**config.mk**
```make
export PLATFORM = sky130hd
export DESIGN_NAME = metronome_beat_scheduler
export DESIGN_NICKNAME = d
export VERILOG_FILES = /design/src/rtl/metronome_beat_scheduler.sv
export SDC_FILE = /design/constraint.sdc
export NUM_CORES = 1
export LEC_CHECK = 0
export ABC_AREA = 1
export ABC_CLOCK_PERIOD_IN_PS = 4100
export BUFFER_PORTS_ARGS = -buffer_cell sky130_fd_sc_hd__buf_2
export CAP_MARGIN = 20
export CORE_UTILIZATION = 55
export DETAILED_ROUTE_END_ITERATION = 7
export GPL_ROUTABILITY_DRIVEN = 0
export PLACE_DENSITY = 0.75
export SETUP_SLACK_MARGIN = 0.4
export SLEW_MARGIN = 20
export SYNTH_ARGS = -nofsm -noshare
export SYNTH_HDL_FRONTEND = slang
export SYNTH_SLANG_ARGS = --single-unit
```
**constraint.sdc**
```tcl
create_clock -name i_clk -period 4.1 [get_ports i_clk]
set_input_delay 0.41 -clock i_clk [delete_from_list [all_inputs] [get_ports i_clk]]
set_output_delay 0.41 -clock i_clk [all_outputs]
set_load 0.02 [all_outputs]
```
**src/rtl/metronome_beat_scheduler.sv**
```systemverilog
// metronome_beat_scheduler
//   Beat scheduler for the metronome. Holds the active tempo and run state and
//   emits one-cycle beat pulses from an exact phase accumulator: each cycle in
//   RUN the tempo (BPM) is added to a 34-bit accumulator. A beat fires when the
//   accumulator reaches THRESH = CLK_HZ*60. This gives an average interval of
//   exactly THRESH/bpm cycles without a divider.
//
// Ports
//   i_clk, i_reset        clock, synchronous active-high reset
//   i_start, i_stop       level-sampled run control (stop wins)
//   i_bpm, i_bpm_load     tempo value and its one-cycle load strobe
//   i_beats_per_bar       bar length (0 behaves as 1)
//   o_trigger, o_accent   beat pulse and first-beat-of-bar pulse
//   o_beat_idx            index of the most recently emitted beat
//   o_bpm_counter         active tempo, zero-extended to 34 bits
//   o_running             high while in RUN
//   o_bpm_clamped         sticky: last tempo load was out of range
module metronome_beat_scheduler #(
    parameter int CLK_HZ      = 50_000_000,
    parameter int BPM_MIN     = 1,
    parameter int BPM_MAX     = 9999,
    parameter int BPM_DEFAULT = 1200
) (
    input  logic        i_clk,
    input  logic        i_reset,
    input  logic        i_start,
    input  logic        i_stop,
    input  logic [13:0] i_bpm,
    input  logic        i_bpm_load,
    input  logic [3:0]  i_beats_per_bar,
    output logic        o_trigger,
    output logic        o_accent,
    output logic [3:0]  o_beat_idx,
    output logic [33:0] o_bpm_counter,
    output logic        o_running,
    output logic        o_bpm_clamped
);

    // CLK_HZ*60 overflows 32 bits at realistic clock rates, so form it in 64.
    localparam longint      THRESH_L  = longint'(CLK_HZ) * 64'd60;
    localparam logic [33:0] THRESH    = THRESH_L[33:0];
    localparam logic [13:0] BPM_MIN_C = 14'(BPM_MIN);
    localparam logic [13:0] BPM_MAX_C = 14'(BPM_MAX);
    localparam logic [13:0] BPM_DEF_C = 14'(BPM_DEFAULT);

    localparam logic [0:0] S_IDLE = 1'b0;
    localparam logic [0:0] S_RUN  = 1'b1;

    logic [0:0]  state_q, state_d;
    logic [33:0] acc_q, acc_d;
    logic [3:0]  idx_q, idx_d;
    logic [3:0]  bpb_q, bpb_d;
    logic [13:0] bpm_q, bpm_d;
    logic        clamped_q, clamped_d;
    logic        trig_q, trig_d;
    logic        accent_q, accent_d;
    logic [3:0]  beat_idx_q, beat_idx_d;

    logic [3:0]  bpb_in;
    logic [3:0]  bpb_lim;
    logic [33:0] bpm_ext;
    logic [33:0] sum;
    logic        hit;
    logic [4:0]  idx_nxt;
    logic        idx_wrap;

    assign bpb_in  = (i_beats_per_bar == 4'd0) ? 4'd1 : i_beats_per_bar;
    // The latched bar length only grows at a bar boundary, but a shorter live
    // setting takes effect immediately so a shrink mid-bar wraps on the next beat.
    assign bpb_lim = (bpb_in < bpb_q) ? bpb_in : bpb_q;
    assign bpm_ext = {20'b0, bpm_q};
    // acc < THRESH and bpm <= BPM_MAX keep this below 2^34, and at most one
    // wrap can happen per cycle.
    assign sum      = acc_q + bpm_ext;
    assign hit      = (sum >= THRESH);
    assign idx_nxt  = {1'b0, idx_q} + 5'd1;
    assign idx_wrap = (idx_nxt >= {1'b0, bpb_lim});

    always_comb begin
        state_d    = state_q;
        acc_d      = acc_q;
        idx_d      = idx_q;
        bpb_d      = bpb_q;
        bpm_d      = bpm_q;
        clamped_d  = clamped_q;
        trig_d     = 1'b0;
        accent_d   = 1'b0;
        beat_idx_d = beat_idx_q;

        case (state_q)
            S_IDLE: begin
                if (i_start && !i_stop) begin
                    state_d = S_RUN;
                    // Preloading THRESH-bpm makes the first add land exactly on
                    // THRESH, so the first beat comes one cycle after start.
                    acc_d   = THRESH - bpm_ext;
                    idx_d   = 4'd0;
                    bpb_d   = bpb_in;
                end
            end
            default: begin
                if (i_stop) begin
                    // Phase and index are frozen; a restart re-initialises them.
                    state_d = S_IDLE;
                end else if (hit) begin
                    acc_d      = sum - THRESH;
                    trig_d     = 1'b1;
                    accent_d   = (idx_q == 4'd0);
                    beat_idx_d = idx_q;
                    if (idx_wrap) begin
                        idx_d = 4'd0;
                        bpb_d = bpb_in;
                    end else begin
                        idx_d = idx_nxt[3:0];
                    end
                end else begin
                    acc_d = sum;
                end
            end
        endcase

        // Tempo load leaves the accumulator alone so the beat phase carries over.
        if (i_bpm_load) begin
            if (i_bpm < BPM_MIN_C) begin
                bpm_d = BPM_MIN_C;
            end else if (i_bpm > BPM_MAX_C) begin
                bpm_d = BPM_MAX_C;
            end else begin
                bpm_d = i_bpm;
            end
            clamped_d = (i_bpm < BPM_MIN_C) || (i_bpm > BPM_MAX_C);
        end
    end

    always_ff @(posedge i_clk) begin
        if (i_reset) begin
            state_q    <= S_IDLE;
            acc_q      <= '0;
            idx_q      <= 4'd0;
            bpb_q      <= 4'd1;
            bpm_q      <= BPM_DEF_C;
            clamped_q  <= 1'b0;
            trig_q     <= 1'b0;
            accent_q   <= 1'b0;
            beat_idx_q <= 4'd0;
        end else begin
            state_q    <= state_d;
            acc_q      <= acc_d;
            idx_q      <= idx_d;
            bpb_q      <= bpb_d;
            bpm_q      <= bpm_d;
            clamped_q  <= clamped_d;
            trig_q     <= trig_d;
            accent_q   <= accent_d;
            beat_idx_q <= beat_idx_d;
        end
    end

    assign o_trigger     = trig_q;
    assign o_accent      = accent_q;
    assign o_beat_idx    = beat_idx_q;
    assign o_bpm_counter = {20'b0, bpm_q};
    assign o_running     = (state_q == S_RUN);
    assign o_bpm_clamped = clamped_q;

endmodule
```
Word level (Yosys, flattened, before mapping)

Cells that the tools add are included.

Add/sub/neg operators: 4
$lt $le $gt $ge: 5
Eq/ne operators: 3
Muxes and demuxes: 22
Bitwise gates (word level): 3
Reduce and logical (&&, ||, !) cells: 12

Operators with widths:

| kind                     | count |
|---|---|
| $mux W34                 | 4 |
| $mux W4                  | 12 |
| $add A34 B14 Y34         | 1 |
| $ge A34 B32 Y1 const B   | 1 |
| $sub A34 B32 Y34 const B | 1 |
| $sub A32 B14 Y33 const A | 1 |
| $mux W14                 | 2 |
| $gt A14 B14 Y1 const B   | 1 |
| $lt A14 B1 Y1 const B    | 1 |
| $logic_not A4 Y1         | 2 |
| $reduce_and A3 Y1        | 2 |
| $add A4 B1 Y5 const B    | 1 |
| $ge A5 B4 Y1             | 1 |
| $lt A4 B4 Y1             | 1 |
| $mux W1                  | 4 |
| $ne A2 B1 Y1 const B     | 2 |
| $reduce_and A4 Y1        | 1 |
| $reduce_or A4 Y1         | 1 |
| $not A1 Y1               | 3 |
| $reduce_or A3 Y1         | 1 |
| $ne A2 B2 Y1 const B     | 1 |
| $reduce_and A2 Y1        | 1 |
| $reduce_bool A2 Y1       | 1 |
| $logic_and A1 B1 Y1      | 1 |
| other kinds (2)          | 2 |

Flip-flop bits (word level): 64
Bits of input ports: 23
Output and inout port bits: 42
Logic and storage cells: 58

Depth between registers and ports, before layout

Gate-level depths: netlist of run 1.

Depth after elaboration: 9
Depth in mapped cells: 24
Gate-level depth less buffers: 23

Worst setup path before layout of run 1

No wires, ideal clock.

Kind: register -> register
From: register bpm_q[0]
To: register acc_q[33]
Setup time: 114 ps
Data arrival time: 2838 ps
Required time: 3986 ps
Slack: 1148 ps
Cell stages (with the launch flop): 23
Buffers on the path: 2
Clock period less this slack: 2952 ps
Path through: dfxtp_1 -> ha_1 -> fa_1 -> nand3_1 -> nand3_1 -> nand2_1 -> nand2_1 -> nand2_1 -> nand2_2 -> nand2_1 -> nand2_1 -> nand2_2 -> nand2_2 -> inv_2 -> nand2_1 -> nor2_4 -> nand3_4 -> nand3_4 -> buf_8 -> buf_6 -> nand3b_1 -> nand3_1 -> nand2_1

Word-level cells in the longest chain between the ends: 5
Elaborated cells on any way between the ends: 8
Those cells by class: 3 x add/sub; 1 x order compare; 4 x mux

Ends and longest elaborated chain:

| item                                                      | RTL line | source |
|---|---|---|
| start, declared                                           | 53       | `logic [13:0] bpm_q, bpm_d;` |
| start signal, assigned                                    | 151      | `bpm_q <= bpm_d;` |
| $add A34 B14 Y34                                          | 74       | `assign sum = acc_q + bpm_ext;` |
| $sub A34 B32 Y34 / $ge A34 B32 Y1 (equally long branches) | 106, 75  |  |
| $mux W34                                                  | 105      | `end else if (hit) begin` |
| $mux W34                                                  | 102      | `if (i_stop) begin` |
| $mux W34 *                                                | 90       | `case (state_q)` |
| end signal, assigned                                      | 138      | `acc_q <= '0;` |
| end signal, assigned                                      | 148      | `acc_q <= acc_d;` |
| end, declared                                             | 50       | `logic [33:0] acc_q, acc_d;` |

Mark *: on every way between the ends. The rest lies on a longest branch, timed or not. The select of a mux whose other input is x is not followed.
A chain may end at the register's enable or synchronous reset.

Final worst setup path of run 1

From: register bpm_q[0]
To: register accent_q, in the netlist o_accent

Word-level cells in the longest chain between the ends: 4

Ends and longest elaborated chain:

| item                              | RTL line | source |
|---|---|---|
| $add A34 B14 Y34                  | 74       |  |
| $ge A34 B32 Y1                    | 75       | `assign hit = (sum >= THRESH);` |
| $not A1 Y1 (no source line)       | -        |  |
| $reduce_or A4 Y1 (no source line) | -        |  |
| end signal, assigned              | 154      | `accent_q <= accent_d;` |
| end, declared                     | 56       | `logic accent_q, accent_d;` |

Every way passes these cells.

==> key figures, run 1 <==
Outcome
  – Outcome: finished clean

Timing
  – Fin crit share: 0.845
  – Fin Setup TNS: 0 ns
  – RSZ-0062 raised after global routing: yes
  – Final-report max-slew violation count: 0
  – Final setup violation count: 0
  – Max_slew headroom: 0.222
  – Skew final: 0.0114 ns
  – Max frequency: about 0.29 GHz
  – Least-Margin Pin Slew: approximately 1.2 ns
  – Fin crit period: ~3.5 ns
  – Fin Hold WS: between 0.2 and 0.3 ns
  – Hold Fails Final Rpt: 0

CTS
  – Reg clk slew, reported paths: 0.07 ns
  – Skew-Pair Late Insertion Delay: approximately 0.38 ns
  – Clk sinks: 64
  – TritonCTS clock tree: yes
  – Clock Path Buffers: 2
  – Hold Buf Count CTS: 0
  – # H-tree levels: 3
  – Root Driver: clkbuf_8
  – Cts bufs inserted: 9

Logic synthesis
  – Yosys cell types: 46
  – Post-synthesis cell count: 1059
  – Syn Area/Cell: slightly below 6 µm²
  – FF+latch count, synth: 64
  – Mapped cell area: a little over 6000 µm²
  – Yosys warning count: 0
  – Register area share after synthesis: 0.208
  – Synth Flop Type: dfxtp_1
  – FFs w/ async S/R, synth: 0
  – Post-synth EDFFs: 0

Flow run
  – Max_cap viols: 0

Detailed routing
  – Routed Antenna Nets: 0
  – WL per Instance: 14.3 µm
  – DRC errors left: 0
  – Total number of vias: around 6700
  – Post-Route WL: approximately 18000 µm
  – Via-per-instance ratio: between 5 and 6
  – 1st-iter DRT viols: 582
  – Pre-antenna DRT Iters: 5

Setup path
  – Req. time, crit path: 4.41 ns
  – Crit path DAT: about 3.8 ns
  – Crit path largest cell delay: around 0.46 ns
  – CP max stage cell: fa_1
  – Worst-path cell chain: ha_1 -> fa_1 -> nand3_1 -> nand3_1 -> nand3_1 -> nand3_1 -> nand2_1 -> nand2_1 -> nand2_1 -> nand2_1 -> nor2_2 -> nand2_2 -> nor2_4 -> nand3_4 -> nand3_4 -> nand2_4 -> nor2_4 -> and3_1
  – Delay-heaviest family, CP: simple AND/OR/NAND/NOR gates
  – Setup crit start kind: register
  – Worst path bufs/invs: 0
  – Peak fanout along the critical path: 20
  – Setup crit end kind: register
  – Critical path class: register to register

Layout
  – Area growth from synthesis to layout: 7.77%
  – Cell Count, Final, Fillers Out: approximately 1200
  – Ratio of cells with drive above 1 in the final layout: 0.117
  – # diodes: 0
  – Finished Cell Area: 6630 µm²
  – Nets@finish: ~1200

Global routing
  – GRT Total Usage: 0.325
  – Largest net degree at the start of global routing: 40
  – Vias in the first global route: between 6000 and 7000
  – Gr ovfl total: 0
  – Wire length of the first global-routing pass: 29100 µm
  – Initial antenna violation count: 0

Floorplan
  – Die outline area: about 12000 µm²
  – Initial Util: 0.565
  – Row count: 38
  – Io pins: 65
  – Die Span Y: ~110 µm
  – Core Area: 10900 µm²
  – Die width: 108 µm

Power and ir drop
  – VDD IR max: approximately 0.25 mV
  – Pwr dens: roughly 270 nW/µm²
  – Lkg Pwr: 3.47 nW

Min path
  – Min-delay worst type: primary input to register

Placed design
  – Cell Area, Placed: 6400 µm²
  – Hpwl dp: 13700 µm
  – Placed cells: around 1200
  – Port bufs: 44
synthesized netlist by cell type (2+ instances only):
master    instances  share of area
a21oi_1          47          0.038
xor2_1           18          0.026
o31ai_1           2         0.0024
nor2_1          101          0.062
inv_2            17          0.010
ha_1             26          0.053
o21ai_1           7         0.0057
dfxtp_1          64           0.21
nand3_2           3         0.0049
xnor2_1           6         0.0085
nand2_2          17          0.017
o21ai_0          42          0.034
inv_1           119          0.073
nand2_4           2         0.0037
nand3_4           2         0.0057
and3_1            3         0.0031
clkbuf_1         14         0.0085
nand3_1         107          0.087
nor2_4            8          0.015
a31oi_1           5         0.0051
o211ai_1          5         0.0061
nor4_1            2         0.0020
nand2_1         352           0.21
nand4_1          18          0.018
nor3_1            9         0.0073
buf_4            22          0.027
nand3b_1         11          0.013
nor2_2           10          0.010
and2_1            3         0.0031
cell usage in the layout, fill, tap and decap left out, drive strengths merged, types with 2 or more instances in the layout:
master / count
nand2: 371
inv: 136
nor2: 119
nand3: 113
dfxtp: 64
o21ai: 49
buf: 48
a21oi: 47
ha: 26
conb: 20
xor2: 19
nand4: 19
clkbuf: 12
nand3b: 11
nor3: 10
xnor2: 6
a31oi: 5
o211ai: 5
and3: 3
and2: 3
clkinvlp: 3
nor4: 2
o31ai: 2
clkinv: 2
through the flow:
stage               total power, mW  utilization  setup slack, ns
finish                         1.77        0.609            0.635
global route                   1.86        0.609            0.364
CTS                            1.77        0.607            0.593
detailed placement             1.17        0.588            0.660
global placement               1.17        0.588            0.697
floorplan                      1.06            -             1.15
worst paths after layout:
path	startpoint	endpoint	slack (ns)	depth (start not counted)
setup / recovery	bpm_q[0]$_SDFFE_PP0P_	o_accent$_SDFF_PP0_	0.63	18
hold / removal	i_bpm[0]	bpm_q[0]$_SDFFE_PP0P_	0.27	3
setup reg to reg	bpm_q[0]$_SDFFE_PP0P_	o_accent$_SDFF_PP0_	0.63	18
hold reg to reg	bpb_q[1]$_SDFFE_PP0P_	bpb_q[1]$_SDFFE_PP0P_	0.47	2
cell type report:
cell class	count	area, µm²
clock buffer	12	155
sequential	64	1280
timing repair buffer	48	250
multi-input combinational	839	4200
fill	1140	4260
inverter	138	519
tap	140	175
clock inverter	4	52.6
layer usage:
| metal | track usage | share of wire | vias up |
|---|---|---|---|
| met5 | 0 | 0 | - |
| met4 | 0.107 | 0.019 | 0 |
| met3 | 0.0769 | 0.11 | 25 |
| met2 | 0.491 | 0.42 | 294 |
| met1 | 0.450 | 0.45 | 2941 |
| li1 | - | - | 3443 |
kinds of logic (layout without fill, tap and decap cells):
logic type / count (synthesis) / after routing / synth area share
buf+inv: 176 / 202 / 0.124
mux: 1 / 1 / 0.00163
xor+xnor: 25 / 25 / 0.0368
fa+ha+maj: 27 / 27 / 0.0561
other cells: 1 / 20 / 0.000610
flops: 64 / 64 / 0.208
simple gates: 651 / 652 / 0.473
compound gates: 114 / 114 / 0.0997
power by group:
group / total [mW] / switching, mW / internal, mW
logic: 0.472 / 0.320 / 0.153
clock network: 0.600 / 0.285 / 0.314
registers: 0.699 / 0.0418 / 0.657
repair_timing:
item | CTS | global route
setup buffers | 0 | 0
setup endpoints to repair | 0 | 23
hold endpoints to repair | 0 | 0
resized for setup | 0 | 1
state kept, by name (all words and copies together), names as in the netlist:
name	flops
bpb_q	4
acc_q	34
o_beat_idx	4
idx_q	4
o_bpm_clamped	1
bpm_q	14
o_accent	1
o_trigger	1
o_running	1
worst min-delay path: stages:
cell and delay (ns):
buf_2 0.09, o31ai_1 0.07, inv_1 0.04
(Power assumes the default switching activity.)
==> run 2, diff against run 1 <==
--- a/config.mk
+++ b/config.mk
@@ -5,14 +5,14 @@
 export SDC_FILE = /design/constraint.sdc
 export NUM_CORES = 1
 export LEC_CHECK = 0
-export ABC_AREA = 1
-export ABC_CLOCK_PERIOD_IN_PS = 4100
+export ABC_AREA = 0
+export ABC_CLOCK_PERIOD_IN_PS = 3000
 export BUFFER_PORTS_ARGS = -buffer_cell sky130_fd_sc_hd__buf_2
 export CAP_MARGIN = 20
-export CORE_UTILIZATION = 55
+export CORE_UTILIZATION = 54
 export DETAILED_ROUTE_END_ITERATION = 7
 export GPL_ROUTABILITY_DRIVEN = 0
-export PLACE_DENSITY = 0.75
+export PLACE_DENSITY = 0.78
 export SETUP_SLACK_MARGIN = 0.4
 export SLEW_MARGIN = 20
 export SYNTH_ARGS = -nofsm -noshare
==> constraint.sdc (replaced) <==
create_clock -name i_clk -period 3 [get_ports i_clk]
set_input_delay 0.3 -clock i_clk [delete_from_list [all_inputs] [get_ports i_clk]]
set_output_delay 0.3 -clock i_clk [all_outputs]
set_load 0.02 [all_outputs]
==> run 2 against run 1 <==
- the flow now finishes with violations (setup timing)
- die area fell by 8.8%
- worst setup slack got worse by 1.7 ns
- synthesized cell count fell by 32%
==> key figures, run 2 <==
CTS
  – Root Driver: clkbuf_8
  – TritonCTS clock tree: yes
  – Reg clk slew, reported paths: ~0.080 ns
  – Cts bufs inserted: 9
  – Clock Path Buffers: 2
  – # H-tree levels: 3
  – Clk sinks: 64
  – Skew-Pair Late Insertion Delay: between 0.3 and 0.4 ns

Floorplan
  – Die outline area: ~11000 µm²
  – Die Span Y: around 100 µm
  – Core Area: ~10000 µm²
  – Row count: 36
  – Initial Util: 0.560
  – Io pins: between 60 and 70
  – Die width: roughly 100 µm

Power and ir drop
  – VDD IR max: between 0.3 and 0.4 mV
  – Lkg Pwr: roughly 3.3 nW
  – Pwr dens: around 330 nW/µm²

Logic synthesis
  – Yosys cell types: 80
  – Most numerous cell in the Yosys netlist: nor2_1
  – Register area share after synthesis: 0.233
  – Synth Flop Type: dfxtp_1
  – Synth area leaders: dfxtp_1, nor2_1, ha_1
  – Top cell type's share of synthesized area: 0.233
  – Syn Area/Cell: around 7.6 µm²
  – Synth area leader: dfxtp_1
  – Mapped cell area: 5500 µm²
  – Yosys warning count: 0
  – FF+latch count, synth: 64
  – Post-synthesis cell count: slightly above 700
  – FFs w/ async S/R, synth: 0
  – Post-synth EDFFs: 0
  – Most frequent cells after synthesis: nor2_1, dfxtp_1, a21oi_1

Detailed routing
  – DRC errors left: 0
  – WL per Instance: 20.7 µm
  – Total number of vias: ~6800
  – 1st-iter DRT viols: 885
  – Via-per-instance ratio: 6.55
  – Post-Route WL: around 22000 µm
  – Routed Antenna Nets: 0
  – Pre-antenna DRT Iters: 7

Setup path
  – CP max stage cell: or4_4
  – Req. time, crit path: between 3 and 4 ns
  – Worst path bufs/invs: 3
  – Worst-path cell chain: ha_1 -> buf_4 -> nand2_1 -> o21ai_0 -> a211oi_2 -> buf_4 -> nor4_4 -> xnor2_2 -> or3b_4 -> o21ai_4 -> a31oi_4 -> buf_6 -> or4_4 -> nand4_1 -> a21oi_2 -> a211oi_2
  – Setup crit start kind: register
  – Peak fanout along the critical path: 6
  – Crit path DAT: 4.40 ns
  – Critical path class: register to register
  – Crit path largest cell delay: about 0.50 ns
  – Worst r2r src: bpm_q[13]$_SDFFE_PP0P_
  – Delay-heaviest family, CP: simple AND/OR/NAND/NOR gates
  – Worst setup startpoint: bpm_q[13]$_SDFFE_PP0P_
  – Setup crit end kind: register

Global routing
  – Initial antenna violation count: 0
  – Wire length of the first global-routing pass: around 30000 µm
  – Vias in the first global route: about 6300
  – Gr ovfl total: 0
  – Largest net degree at the start of global routing: 31
  – GRT Total Usage: 0.373

Placed design
  – Cell Area, Placed: roughly 6900 µm²
  – Place WS: -1.01 ns
  – Hpwl dp: around 13000 µm
  – Port bufs: 44
  – Placed cells: 1007

Timing
  – Fin Setup TNS: -36.47 ns
  – Final setup violation count: 39
  – Least-Margin Pin Slew: 0.677 ns
  – Worst Slack Setup Final: -1.10 ns
  – Max frequency: roughly 0.24 GHz
  – Max_slew headroom: 0.545
  – RSZ-0062 raised after global routing: yes
  – Fin crit period: ~4 ns
  – Hold Fails Final Rpt: 0
  – Fin crit share: 1.37
  – Skew final: 0.0105 ns
  – Final-report max-slew violation count: 0

Layout
  – Biggest regs: acc_q: 34 flops, bpm_q: 14 flops
  – Cell Count, Final, Fillers Out: approximately 1000
  – Nets@finish: around 960
  – Max FFs per register: 34
  – Area growth from synthesis to layout: 39.4%
  – Finished Cell Area: roughly 7700 µm²
  – Commonest cells after routing, fill and taps aside: buf_4, nor2_1, dfxtp_1
  – Ratio of cells with drive above 1 in the final layout: 0.371
  – # fillers: 627
  – Commonest non-fill, non-tap cell in the layout: buf_4
  – Most flops, register: acc_q
  – # diodes: 0

Flow run
  – Max_cap viols: 0

Outcome
  – Outcome: complete, but fails checks
  – Failing checks: setup timing

Min path
  – Worst Hold Launch: i_bpm[5]
  – Min-delay worst type: primary input to register
-- run 2: changes by cell type in the layout (fill, tap and decap cells not counted), moves of 18 or more --
cell and change:
inv_1 -100, buf_4 +161, nand3_1 -90, o21ai_0 -18, nand2_1 -314, xnor2_1 +18
-- run 2: layout make-up --
type / count / area, µm² / area share
well taps: 133 / 166 / 0.0217
flip-flops and latches: 64 / 1290 / 0.169
inverters: 19 / 71.3 / 0.00931
repair buffers: 215 / 1530 / 0.199
clock buffers: 11 / 151 / 0.0198
clock inverters: 3 / 42.5 / 0.00555
multi-input cells: 600 / 4410 / 0.576
-- run 2: worst register-to-register path, delay by kind of cell (launching register included) --
| kind | cells | cell delay (ns) |
|---|---|---|
| simple gates | 5 | 1.54 |
| compound gates | 6 | 1.02 |
| buf+inv | 3 | 0.55 |
| fa+ha+maj | 1 | 0.43 |
| flops | 1 | 0.33 |
| xor+xnor | 1 | 0.15 |
-- run 2: final timing paths --
| check | slack (ns) | to | cells after the start |
|---|---|---|---|
| hold / removal | 0.16 | bpm_q[5]$_SDFFE_PP1P_ | 2 |
| setup / recovery | -1.10 | acc_q[23]$_SDFFE_PP0P_ | 16 |
| setup reg to reg | -1.10 | acc_q[23]$_SDFFE_PP0P_ | 16 |
| hold reg to reg | 0.46 | acc_q[13]$_SDFFE_PP0P_ | 1 |
-- run 2: layer usage --
layer  GRT usage  up-vias  part of all wire
li1            -     2969                 -
met1       0.458     3129              0.36
met2       0.582      574              0.45
met3       0.111      173              0.12
met4       0.210        0             0.066
met5           0        -                 0
-- run 2: logic make-up (layout without fill, tap and decap cells) --
| family | Yosys count | in the layout | share of synthesized area |
|---|---|---|---|
| compound gates | 182 | 183 | 0.227 |
| xor+xnor | 53 | 53 | 0.0845 |
| fa+ha+maj | 27 | 27 | 0.0628 |
| buf+inv | 77 | 248 | 0.0722 |
| flops | 64 | 64 | 0.233 |
| mux | 17 | 17 | 0.0312 |
| other cells | 1 | 20 | 0.000682 |
| simple gates | 300 | 300 | 0.288 |
-- run 2: what timing repair did --
action,4_1_cts,5_1_grt
buffers inserted,7,16
hold buffers,0,0
resized for setup,32,49
cloned,1,0
pin swaps,18,18
setup endpoints to repair,39,39
-- run 2: power by group --
group / leakage, nW / internal, mW / switching (mW)
clock: 0.0973 / 0.418 / 0.363
sequential: 0.527 / 0.893 / 0.0333
combinational: 2.68 / 0.334 / 0.475
-- run 2: per-stage QoR --
step	total power [mW]	hold WS (ns)	util
2_1_floorplan	1.38	0.430	-
3_3_place_gp	1.61	0.448	0.701
3_5_place_dp	1.63	0.446	0.701
4_1_cts	2.42	0.152	0.744
5_1_grt	2.59	0.169	0.780
6_report	2.52	0.160	0.780
==> run 3, diff against run 2 <==
--- a/config.mk
+++ b/config.mk
@@ -9,10 +9,10 @@
 export ABC_CLOCK_PERIOD_IN_PS = 3000
 export BUFFER_PORTS_ARGS = -buffer_cell sky130_fd_sc_hd__buf_2
 export CAP_MARGIN = 20
-export CORE_UTILIZATION = 54
+export CORE_UTILIZATION = 45
 export DETAILED_ROUTE_END_ITERATION = 7
 export GPL_ROUTABILITY_DRIVEN = 0
-export PLACE_DENSITY = 0.78
+export PLACE_DENSITY = 0.67
 export SETUP_SLACK_MARGIN = 0.4
 export SLEW_MARGIN = 20
 export SYNTH_ARGS = -nofsm -noshare
==> run 3 against run 2 <==
- the flow still finishes with violations (setup timing)
- die area increased by 20%
- critical path type unchanged
- sequential power increased by 0.4%
- critical endpoint is now acc_q[27]$_SDFFE_PP0P_
- via count decreased by 9.3%
- clock power increased by 55%
==> key figures, run 3 (same netlist as run 2, synthesis figures left out) <==
Outcome
  – Outcome: complete, but fails checks
  – Failing checks: setup timing

CTS
  – Skew-Pair Late Insertion Delay: ~0.35 ns
  – Clock Path Buffers: 2
  – # H-tree levels: 3
  – Clk sinks: 64
  – Hold Buf Count CTS: 0
  – TritonCTS clock tree: yes
  – Reg clk slew, reported paths: 0.05 ns
  – Root Driver: clkbuf_16
  – Cts bufs inserted: 9

Power and ir drop
  – VDD IR max: approximately 0.35 mV
  – Pwr dens: around 370 nW/µm²
  – Total power: 2.89 mW
  – Lkg Pwr: about 3.3 nW

Timing
  – Final setup violation count: 39
  – Final-report max-slew violation count: 0
  – RSZ-0062 raised after global routing: yes
  – Max_slew headroom: 0.563
  – Fin crit share: 1.33
  – Worst Slack Setup Final: -0.986 ns
  – Fin crit period: ~4 ns
  – Hold Fails Final Rpt: 0
  – Skew final: approximately 0.0084 ns
  – Max frequency: about 0.25 GHz
  – Least-Margin Pin Slew: approximately 0.65 ns

Setup path
  – CP max stage cell: ha_2
  – Setup crit start kind: register
  – Crit path DAT: 4.22 ns
  – Worst-path cell chain: ha_2 -> nand2_1 -> a211oi_4 -> a211oi_4 -> buf_4 -> or3_1 -> a22o_1 -> nor3_4 -> buf_6 -> a31oi_4 -> buf_6 -> o21ba_4 -> nor4_4 -> o21a_1 -> nor3_1 -> o32a_1
  – Critical path class: register to register
  – Crit path largest cell delay: 0.39 ns
  – Peak fanout along the critical path: 5
  – Req. time, crit path: approximately 3.2 ns
  – Setup crit end kind: register

Placed design
  – Cell Area, Placed: 6970 µm²
  – Port bufs: 44
  – Place WS: -1.03 ns
  – Hpwl dp: roughly 13000 µm
  – Placed cells: 1028

Floorplan
  – Initial Util: 0.460
  – Die width: roughly 110 µm
  – Io pins: 65
  – Die outline area: 12700 µm²
  – Core Area: approximately 12000 µm²
  – Row count: 40
  – Die Span Y: 113 µm

Layout
  – Biggest regs: acc_q: 34 flops, bpm_q: 14 flops
  – Finished Cell Area: slightly below 8000 µm²
  – Area growth from synthesis to layout: 42.6%
  – Max FFs per register: 34
  – Most flops, register: acc_q
  – Ratio of cells with drive above 1 in the final layout: 0.373
  – Commonest non-fill, non-tap cell in the layout: buf_4
  – Commonest cells after routing, fill and taps aside: buf_4, nor2_1, dfxtp_1
  – Nets@finish: between 900 and 1000
  – Cell Count, Final, Fillers Out: about 1100
  – # diodes: 0

Detailed routing
  – WL per Instance: about 17 µm
  – Total number of vias: 6209
  – Post-Route WL: about 18000 µm
  – Routed Antenna Nets: 0
  – 1st-iter DRT viols: 487
  – Via-per-instance ratio: between 5 and 6
  – DRC errors left: 0
  – Pre-antenna DRT Iters: 5

Global routing
  – Vias in the first global route: around 5900
  – Largest net degree at the start of global routing: 34
  – GRT Total Usage: 0.286
  – Gr ovfl total: 0
  – Initial antenna violation count: 0
  – Wire length of the first global-routing pass: around 29000 µm

Min path
  – Min-delay worst type: primary input to register

Flow run
  – Max_cap viols: 0
-- run 3: cell types whose count changed in the layout (fill, tap and decap cells not counted), sizes merged --
cell    delta
a31oi      -1
bufinv     +2
buf        +1
clkinv     +1
clkbuf     -1
-- run 3: stage by stage --
stage / setup TNS, ns / util / hold WS (ns)
2_1_floorplan: -20.02 / - / 0.430
3_3_place_gp: -27.18 / 0.582 / 0.448
3_5_place_dp: -29.11 / 0.582 / 0.450
4_1_cts: -27.56 / 0.636 / 0.202
5_1_grt: -38.32 / 0.655 / 0.212
6_report: -32.79 / 0.655 / 0.201
-- run 3: what timing repair did --
action                                  in CTS  in global routing
endpoints found under the setup margin      39                 39
setup buffers                                8                  8
pin swaps                                   24                 17
resized for setup                           49                 36
-- run 3: path summary, 6_finish.rpt --
| path | from | to | slack (ns) | cells after the start |
|---|---|---|---|---|
| hold / removal | i_bpm[4] | bpm_q[4]$_SDFFE_PP1P_ | 0.20 | 2 |
| setup / recovery | bpm_q[10]$_SDFFE_PP1P_ | acc_q[27]$_SDFFE_PP0P_ | -0.99 | 16 |
| hold reg to reg | acc_q[9]$_SDFFE_PP0P_ | acc_q[9]$_SDFFE_PP0P_ | 0.46 | 1 |
| setup reg to reg | bpm_q[10]$_SDFFE_PP1P_ | acc_q[27]$_SDFFE_PP0P_ | -0.99 | 16 |
-- run 3: worst max-delay path, delay by kind of cell, from the launching register on --
kind | cells | cell delay (ns)
AO/OA/AOI/OAI | 7 | 1.47
AND/OR/NAND/NOR | 5 | 1.17
buffers and inverters | 3 | 0.47
adder cells (fa/ha/maj) | 1 | 0.39
flip-flops | 1 | 0.35
-- run 3: where the power goes --
part           switching, mW  leakage (nW)  internal, mW  total [mW]
sequential            0.0361         0.527         0.894       0.930
combinational          0.420          2.65         0.329       0.749
clock                  0.404         0.162         0.808        1.21
-- run 3: layout make-up --
class / instances / area, µm²
fillers: 913 / 4120
inverters: 19 / 71.3
repair buffers: 216 / 1580
flip-flops and latches: 64 / 1290
clock inverters: 6 / 108
clock buffers: 10 / 229
well taps: 147 / 184
multi-input cells: 599 / 4380
-- run 3: layer usage --
layer	share of wire	track usage	vias up	routed length (µm)
li1	-	-	2970	-
met1	0.44	0.370	2945	7900
met2	0.47	0.464	263	8480
met3	0.077	0.0659	31	1390
met4	0.017	0.104	0	309
met5	0	0	-	0
